--- src/rtl/debounce_pkg.sv ---
// Shared definitions for the push-button debouncer: FSM state encoding,
// default parameter values and the channel counter width helper.
// Optional long-press support is enabled with DEBOUNCE_LONG_PRESS_EN.
package debounce_pkg;

   typedef enum logic {
      ST_STABLE = 1'b0,
      ST_CHECK  = 1'b1
   } deb_state_t;

   localparam int DEF_NUM_CH         = 4;
   localparam int DEF_PRESCALE_WIDTH = 16;
   localparam int DEF_STABLE_TICKS   = 4;
   localparam int DEF_LONG_TICKS     = 64;
   localparam int HOLD_CNT_W         = 16;

   // Width of the per-channel mismatch counter; never narrower than one bit.
   function automatic int cnt_width(input int stable_ticks);
      int w;
      w = $clog2(stable_ticks);
      if (w < 1) w = 1;
      return w;
   endfunction

endpackage

--- src/rtl/debounce_channel.sv ---
// One debounced channel: mismatch-counting FSM that flips LEVEL after
// STABLE_TICKS consecutive disagreeing ticks, with registered PRESS/RELEASE
// pulses. When DEBOUNCE_LONG_PRESS_EN is defined, a saturating hold counter
// raises a single HOLD pulse after LEVEL has been high for LONG_TICKS ticks.
module debounce_channel
   import debounce_pkg::*;
#(
   parameter int STABLE_TICKS = DEF_STABLE_TICKS,
   parameter int LONG_TICKS   = DEF_LONG_TICKS
) (
   input  logic CLK,
   input  logic RST,
   input  logic TICK,
   input  logic SYNC,
   output logic LEVEL,
   output logic PRESS,
   output logic RELEASE,
   output logic HOLD
);

   localparam int             CW       = cnt_width(STABLE_TICKS);
   localparam logic [CW-1:0]  CNT_LAST = CW'(STABLE_TICKS - 1);

   if (STABLE_TICKS < 2 || STABLE_TICKS > 255 || LONG_TICKS < 2 || LONG_TICKS > 65535) begin : g_bad_param
      $error("debounce_channel: STABLE_TICKS or LONG_TICKS out of range");
   end

   deb_state_t    r_state, w_state_nxt;
   logic [CW-1:0] r_cnt, w_cnt_nxt;
   logic          r_level, w_level_nxt;
   logic          r_press, w_press_nxt;
   logic          r_release, w_release_nxt;

   // State, counter, level and pulse registers
   always_ff @(posedge CLK) begin
      if (RST) begin
         r_state   <= ST_STABLE;
         r_cnt     <= '0;
         r_level   <= 1'b0;
         r_press   <= 1'b0;
         r_release <= 1'b0;
      end else begin
         r_state   <= w_state_nxt;
         r_cnt     <= w_cnt_nxt;
         r_level   <= w_level_nxt;
         r_press   <= w_press_nxt;
         r_release <= w_release_nxt;
      end
   end

   // Next-state logic; only tick cycles advance the FSM, otherwise everything holds
   always_comb begin
      w_state_nxt   = r_state;
      w_cnt_nxt     = r_cnt;
      w_level_nxt   = r_level;
      w_press_nxt   = 1'b0;
      w_release_nxt = 1'b0;
      if (TICK) begin
         case (r_state)
            ST_STABLE: begin
               if (SYNC != r_level) begin
                  w_cnt_nxt   = CW'(1);
                  w_state_nxt = ST_CHECK;
               end
            end
            ST_CHECK: begin
               if (SYNC == r_level) begin
                  // bounce: input went back before the level could flip
                  w_cnt_nxt   = '0;
                  w_state_nxt = ST_STABLE;
               end else if (r_cnt == CNT_LAST) begin
                  w_level_nxt   = SYNC;
                  w_cnt_nxt     = '0;
                  w_state_nxt   = ST_STABLE;
                  w_press_nxt   = SYNC;
                  w_release_nxt = ~SYNC;
               end else begin
                  w_cnt_nxt = r_cnt + CW'(1);
               end
            end
            default: begin
               w_cnt_nxt   = '0;
               w_state_nxt = ST_STABLE;
            end
         endcase
      end
   end

   assign LEVEL   = r_level;
   assign PRESS   = r_press;
   assign RELEASE = r_release;

`ifdef DEBOUNCE_LONG_PRESS_EN
   localparam logic [HOLD_CNT_W-1:0] HOLD_LAST = HOLD_CNT_W'(LONG_TICKS);

   logic [HOLD_CNT_W-1:0] r_hold_cnt;
   logic                  r_hold;

   // Long-press counter: cleared while low, saturates so HOLD fires once per press
   always_ff @(posedge CLK) begin
      if (RST || !r_level) begin
         r_hold_cnt <= '0;
         r_hold     <= 1'b0;
      end else if (TICK && (r_hold_cnt != HOLD_LAST)) begin
         r_hold_cnt <= r_hold_cnt + HOLD_CNT_W'(1);
         r_hold     <= (r_hold_cnt == HOLD_LAST - HOLD_CNT_W'(1));
      end else begin
         r_hold     <= 1'b0;
      end
   end

   assign HOLD = r_hold;
`else
   assign HOLD = 1'b0;
`endif

endmodule

--- src/rtl/buttons_debouncer.sv ---
// Board button front end: two-flop synchronisers, a shared free-running
// prescaler producing one TICK per 2^PRESCALE_WIDTH clocks, and NUM_CH
// independent debounce channels. Long-press HOLD pulses are produced only
// when DEBOUNCE_LONG_PRESS_EN is defined; otherwise HOLD reads 0.
module buttons_debouncer
   import debounce_pkg::*;
#(
   parameter int NUM_CH         = DEF_NUM_CH,
   parameter int PRESCALE_WIDTH = DEF_PRESCALE_WIDTH,
   parameter int STABLE_TICKS   = DEF_STABLE_TICKS,
   parameter int LONG_TICKS     = DEF_LONG_TICKS
) (
   input  logic              CLK,
   input  logic              RST,
   input  logic [NUM_CH-1:0] BTN_RAW,
   output logic [NUM_CH-1:0] LEVEL,
   output logic [NUM_CH-1:0] PRESS,
   output logic [NUM_CH-1:0] RELEASE,
   output logic [NUM_CH-1:0] HOLD
);

   logic [NUM_CH-1:0]         r_sync1;
   logic [NUM_CH-1:0]         r_sync2;
   logic [PRESCALE_WIDTH-1:0] r_presc;
   logic                      r_tick;

   // Two-flop synchroniser per raw pin
   always_ff @(posedge CLK) begin
      if (RST) begin
         r_sync1 <= '0;
         r_sync2 <= '0;
      end else begin
         r_sync1 <= BTN_RAW;
         r_sync2 <= r_sync1;
      end
   end

   // Free-running prescaler; registered tick marks each wrap
   always_ff @(posedge CLK) begin
      if (RST) begin
         r_presc <= '0;
         r_tick  <= 1'b0;
      end else begin
         r_presc <= r_presc + PRESCALE_WIDTH'(1);
         r_tick  <= &r_presc;
      end
   end

   for (genvar g = 0; g < NUM_CH; g++) begin : g_ch
      debounce_channel #(
         .STABLE_TICKS (STABLE_TICKS),
         .LONG_TICKS   (LONG_TICKS)
      ) u_ch (
         .CLK     (CLK),
         .RST     (RST),
         .TICK    (r_tick),
         .SYNC    (r_sync2[g]),
         .LEVEL   (LEVEL[g]),
         .PRESS   (PRESS[g]),
         .RELEASE (RELEASE[g]),
         .HOLD    (HOLD[g])
      );
   end

endmodule

--- config.mk ---
export PLATFORM = sky130hd
export DESIGN_NAME = buttons_debouncer
export DESIGN_NICKNAME = d
export VERILOG_FILES = /design/src/rtl/debounce_pkg.sv /design/src/rtl/debounce_channel.sv /design/src/rtl/buttons_debouncer.sv
export SDC_FILE = /design/constraint.sdc
export NUM_CORES = 1
export LEC_CHECK = 0
export CELL_PAD_IN_SITES_DETAIL_PLACEMENT = 0
export CELL_PAD_IN_SITES_GLOBAL_PLACEMENT = 1
export CORE_MARGIN = 3
export CORE_UTILIZATION = 39
export CTS_CLUSTER_DIAMETER = 50
export DETAILED_ROUTE_END_ITERATION = 8
export GPL_ROUTABILITY_DRIVEN = 1
export PLACE_DENSITY_LB_ADDON = 0.1
export SETUP_SLACK_MARGIN = 0.05
export SLEW_MARGIN = 20
export SYNTH_ARGS = -nofsm -noshare
export SYNTH_HDL_FRONTEND = slang
export SYNTH_SLANG_ARGS = --single-unit
--- constraint.sdc ---
create_clock -name CLK -period 1.43 [get_ports CLK]
set_input_delay 0.143 -clock CLK [delete_from_list [all_inputs] [get_ports CLK]]
set_output_delay 0.143 -clock CLK [all_outputs]
set_load 0.1 [all_outputs]
==> flow_metrics.py <==
metrics = {
    "setup_path": {
        "crit_fanout": 6,
        "arrival_ns": 1.55,
        "startpoint_type": "flip-flop",
        "cp.required_ns": 1.62,
        "critPathKind": "flip-flop to flip-flop",
        "cp-end-kind": "flip-flop",
    },
    "pwr": {
        "power_leakage_nw": 1.141,
        "total_power_mw": 2.321,
        "seqPwrFrac_pct": 60.3,
        "power_switching_mw": 0.5378,
        "p_clk_share_pct": 33.2,
        "p_sw_share_pct": 23.17,
        "combPwrFrac_pct": 6.5,
        "p_per_area_nw_per_um2": 848.4,
        "power.internal_mw": 1.784,
        "peakVddDrop_mv": 0.4892,
    },
    "global_routing": {
        "grtUsageTotal_pct": 12.95,
        "grt_max_degree": 23,
        "grt_remaining_overflow": 0,
        "grt_pass1_wl_um": 6410,
        "antenna_found_initial": 0,
        "grt_pass1_vias": 1475,
    },
    "floorplan": {
        "coreArea_um2": 4942,
        "start_util_pct": 42.00,
        "die_area_um2": 6234,
        "pin_count": 22,
        "die_y_um": 78.96,
        "fp-row-count": 25,
        "die_w_um": 78.96,
    },
    "sta": {
        "rsz0062_at_grt": "yes",
        "setup_viol": 0,
        "finalMaxSlewViolations": 0,
        "fin_worst_skew_ns": 0.005690,
        "fin_crit_ns": 1.361,
        "max_freq_mhz": 734.5,
        "min_period_over_period_pct": 95.21,
        "hold_viol_final": 0,
    },
    "detailed_routing": {
        "drcViolationCount": 0,
        "avgRoutedWirePerCell_um": 12.68,
        "dr.pass1.iters": 5,
        "vias": 1607,
        "ant_nets": 0,
        "viasPerCell": 5.151,
        "first_iter_violations": 56,
        "wl_um": 3956,
    },
    "clock_network": {
        "path_clk_slew_ns": 0.08,
        "clkSinkCount": 49,
        "clock_path_buffers": 2,
        "cts_made_buffers": 5,
        "h-tree-depth": 2,
        "tritoncts": "built",
        "cts_root_buf": "clkbuf_8",
        "clk_latency_ns": 0.29,
        "cts_hold_buffers": 0,
    },
    "synth": {
        "synth-simple-area-share_pct": 24.05,
        "synth-seq-cells": 49,
        "syn_area_per_cell_um2": 9.700,
        "synthAdderAreaFrac_pct": 3.014,
        "yosys.cell_types.count": 32,
        "yosys_warnings": 0,
        "synth_area_um2": 2076,
        "synth_top_area_share_pct": 47.26,
        "synthMuxAreaShare_pct": 4.039,
        "synth_edf_count": 0,
        "async_flop_share_pct": 0,
        "synth_compound_area_share_pct": 10.49,
        "seq_area_frac_synth_pct": 47.26,
        "synth_ff_type": "dfxtp_1",
        "synth_top_family_by_area": "simple AND/OR/NAND/NOR gates",
        "synthXorXnorAreaFrac_pct": 2.954,
        "syn_inst": 214,
        "synth_area_leaders": "dfxtp_1 47%, buf_4 5.8%, a21oi_1 3.6%, nor2b_1 3.6%, nor4b_1 3.4%",
        "yosysTopAreaCell": "dfxtp_1",
    },
    "cells_and_area": {
        "final_common_cell": "dfxtp_1",
        "drive_above_1_share_pct": 26.53,
        "final_cell_area_um2": 2736,
        "layout_common_cells": "42 x dfxtp_1, 21 x buf_4, 15 x a21oi_1",
        "nets": 255,
        "area_delta_synth_final_pct": 31.83,
        "antenna_cells": 0,
    },
    "place": {
        "dp_hpwl_um": 2699,
        "gp_congestion": 0.6780,
        "placed_area_um2": 2474,
        "portBuffers": 17,
    },
    "flow_run": {
        "maxCapViolCount": 0,
    },
    "worst_hold_path": {
        "hold_path_class": "input port to flip-flop",
    },
    "outcome": {
        "status": "complete, no violations",
    },
}
==> cells in the mapped netlist (4+ instances only) <==
master    count
clkbuf_1      8
nor2b_1      12
nand3_1      12
nand2_1       8
nor3_1        4
nor2_1       12
o21ai_0       8
nor4b_1       8
ha_1          5
a21oi_1      15
and4_1        4
or4_1         4
nor4_1        4
mux2i_1       5
buf_4        16
nand2b_1      4
a32o_1        4
xor2_1        5
dfxtp_1      49
o211a_1       4
==> cell families after synthesis <==
logic type / Yosys count
multiplexers: 8
adder cells (fa/ha/maj): 5
AND/OR/NAND/NOR: 82
XOR/XNOR: 7
AO/OA/AOI/OAI: 34
buffers and inverters: 28
other: 1
flip-flops: 49
==> repair_timing <==
| action | 4_1_cts | 5_1_grt |
|---|---|---|
| endpoints found under the setup margin | 7 | 10 |
| pin swaps | 1 | 3 |
| resized for setup | 9 | 17 |
| buffers inserted | 2 | 6 |
| gates cloned | 0 | 1 |
==> area by class of cell <==
class,count,area [um2]
fillers,480,2206
clock buffers,7,76.32
flip-flops and latches,49,999.7
clock inverters,1,7.507
well taps,67,83.83
multi-input cells,141,1025
repair buffers,44,533.0
inverters,3,11.26
==> through the flow <==
step / setup TNS, ns / worst slack [ns] / cells / hold WS [ns] / util (%)
2_1_floorplan: 0 / 0.01749 / 217 / 0.2712 / -
3_5_place_dp: -0.1700 / -0.07709 / 295 / 0.4271 / 50.05
6_report: 0 / 0.06856 / 312 / 0.4008 / 55.37
5_1_grt: 0 / 0.003556 / 312 / 0.3823 / 55.37
3_3_place_gp: -0.01492 / -0.01492 / 295 / 0.4177 / 50.05
4_1_cts: 0 / 0.02565 / 305 / 0.3921 / 52.73
==> worst max-delay path, stage by stage, from the launching register on <==
cell and delay, ns:
dfxtp_1 0.36, nand4_1 0.15, buf_6 0.17, nor4_4 0.26
mux2_4 0.32
==> state kept, by name, indices dropped and copies added, names as in the netlist <==
register,count
r_presc,16
g_ch.u_ch.r_cnt,8
g_ch.u_ch.LEVEL,4
g_ch.u_ch.PRESS,4
g_ch.u_ch.RELEASE,4
g_ch.u_ch.r_state,4
r_sync1,4
r_sync2,4
r_tick,1
==> power groups by stage <==
stage	Clock, mW	Combinational [mW]	Sequential [mW]
after detailed placement	0	0.139	1.43
after CTS	0.809	0.141	1.40
after global placement	0	0.136	1.43
after global routing	0.885	0.167	1.40
after floorplan	0	0.0982	1.43
final	0.771	0.151	1.40
==> metal layers <==
metal | vias to the layer above | global-route usage [%] | part of all wire, %
met5 | - | 0 | 0
met4 | 0 | 5.155 | 2.4
met3 | 10 | 4.082 | 3.5
met2 | 25 | 24.28 | 52
met1 | 761 | 13.27 | 42
li1 | 811 | - | -
==> final timing paths <==
path	from	to	slack [ns]	cells past startpoint
setup / recovery	r_presc[10]$_SDFF_PP0_	r_presc[14]$_SDFF_PP0_	0.07	4
hold / removal	BTN_RAW[2]	r_sync1[2]$_SDFF_PP0_	0.40	2
setup reg to reg	r_presc[10]$_SDFF_PP0_	r_presc[14]$_SDFF_PP0_	0.07	4
hold reg to reg	r_sync1[3]$_SDFF_PP0_	r_sync2[3]$_SDFF_PP0_	0.44	1
No activity file was read; power rests on OpenSTA's default activity.
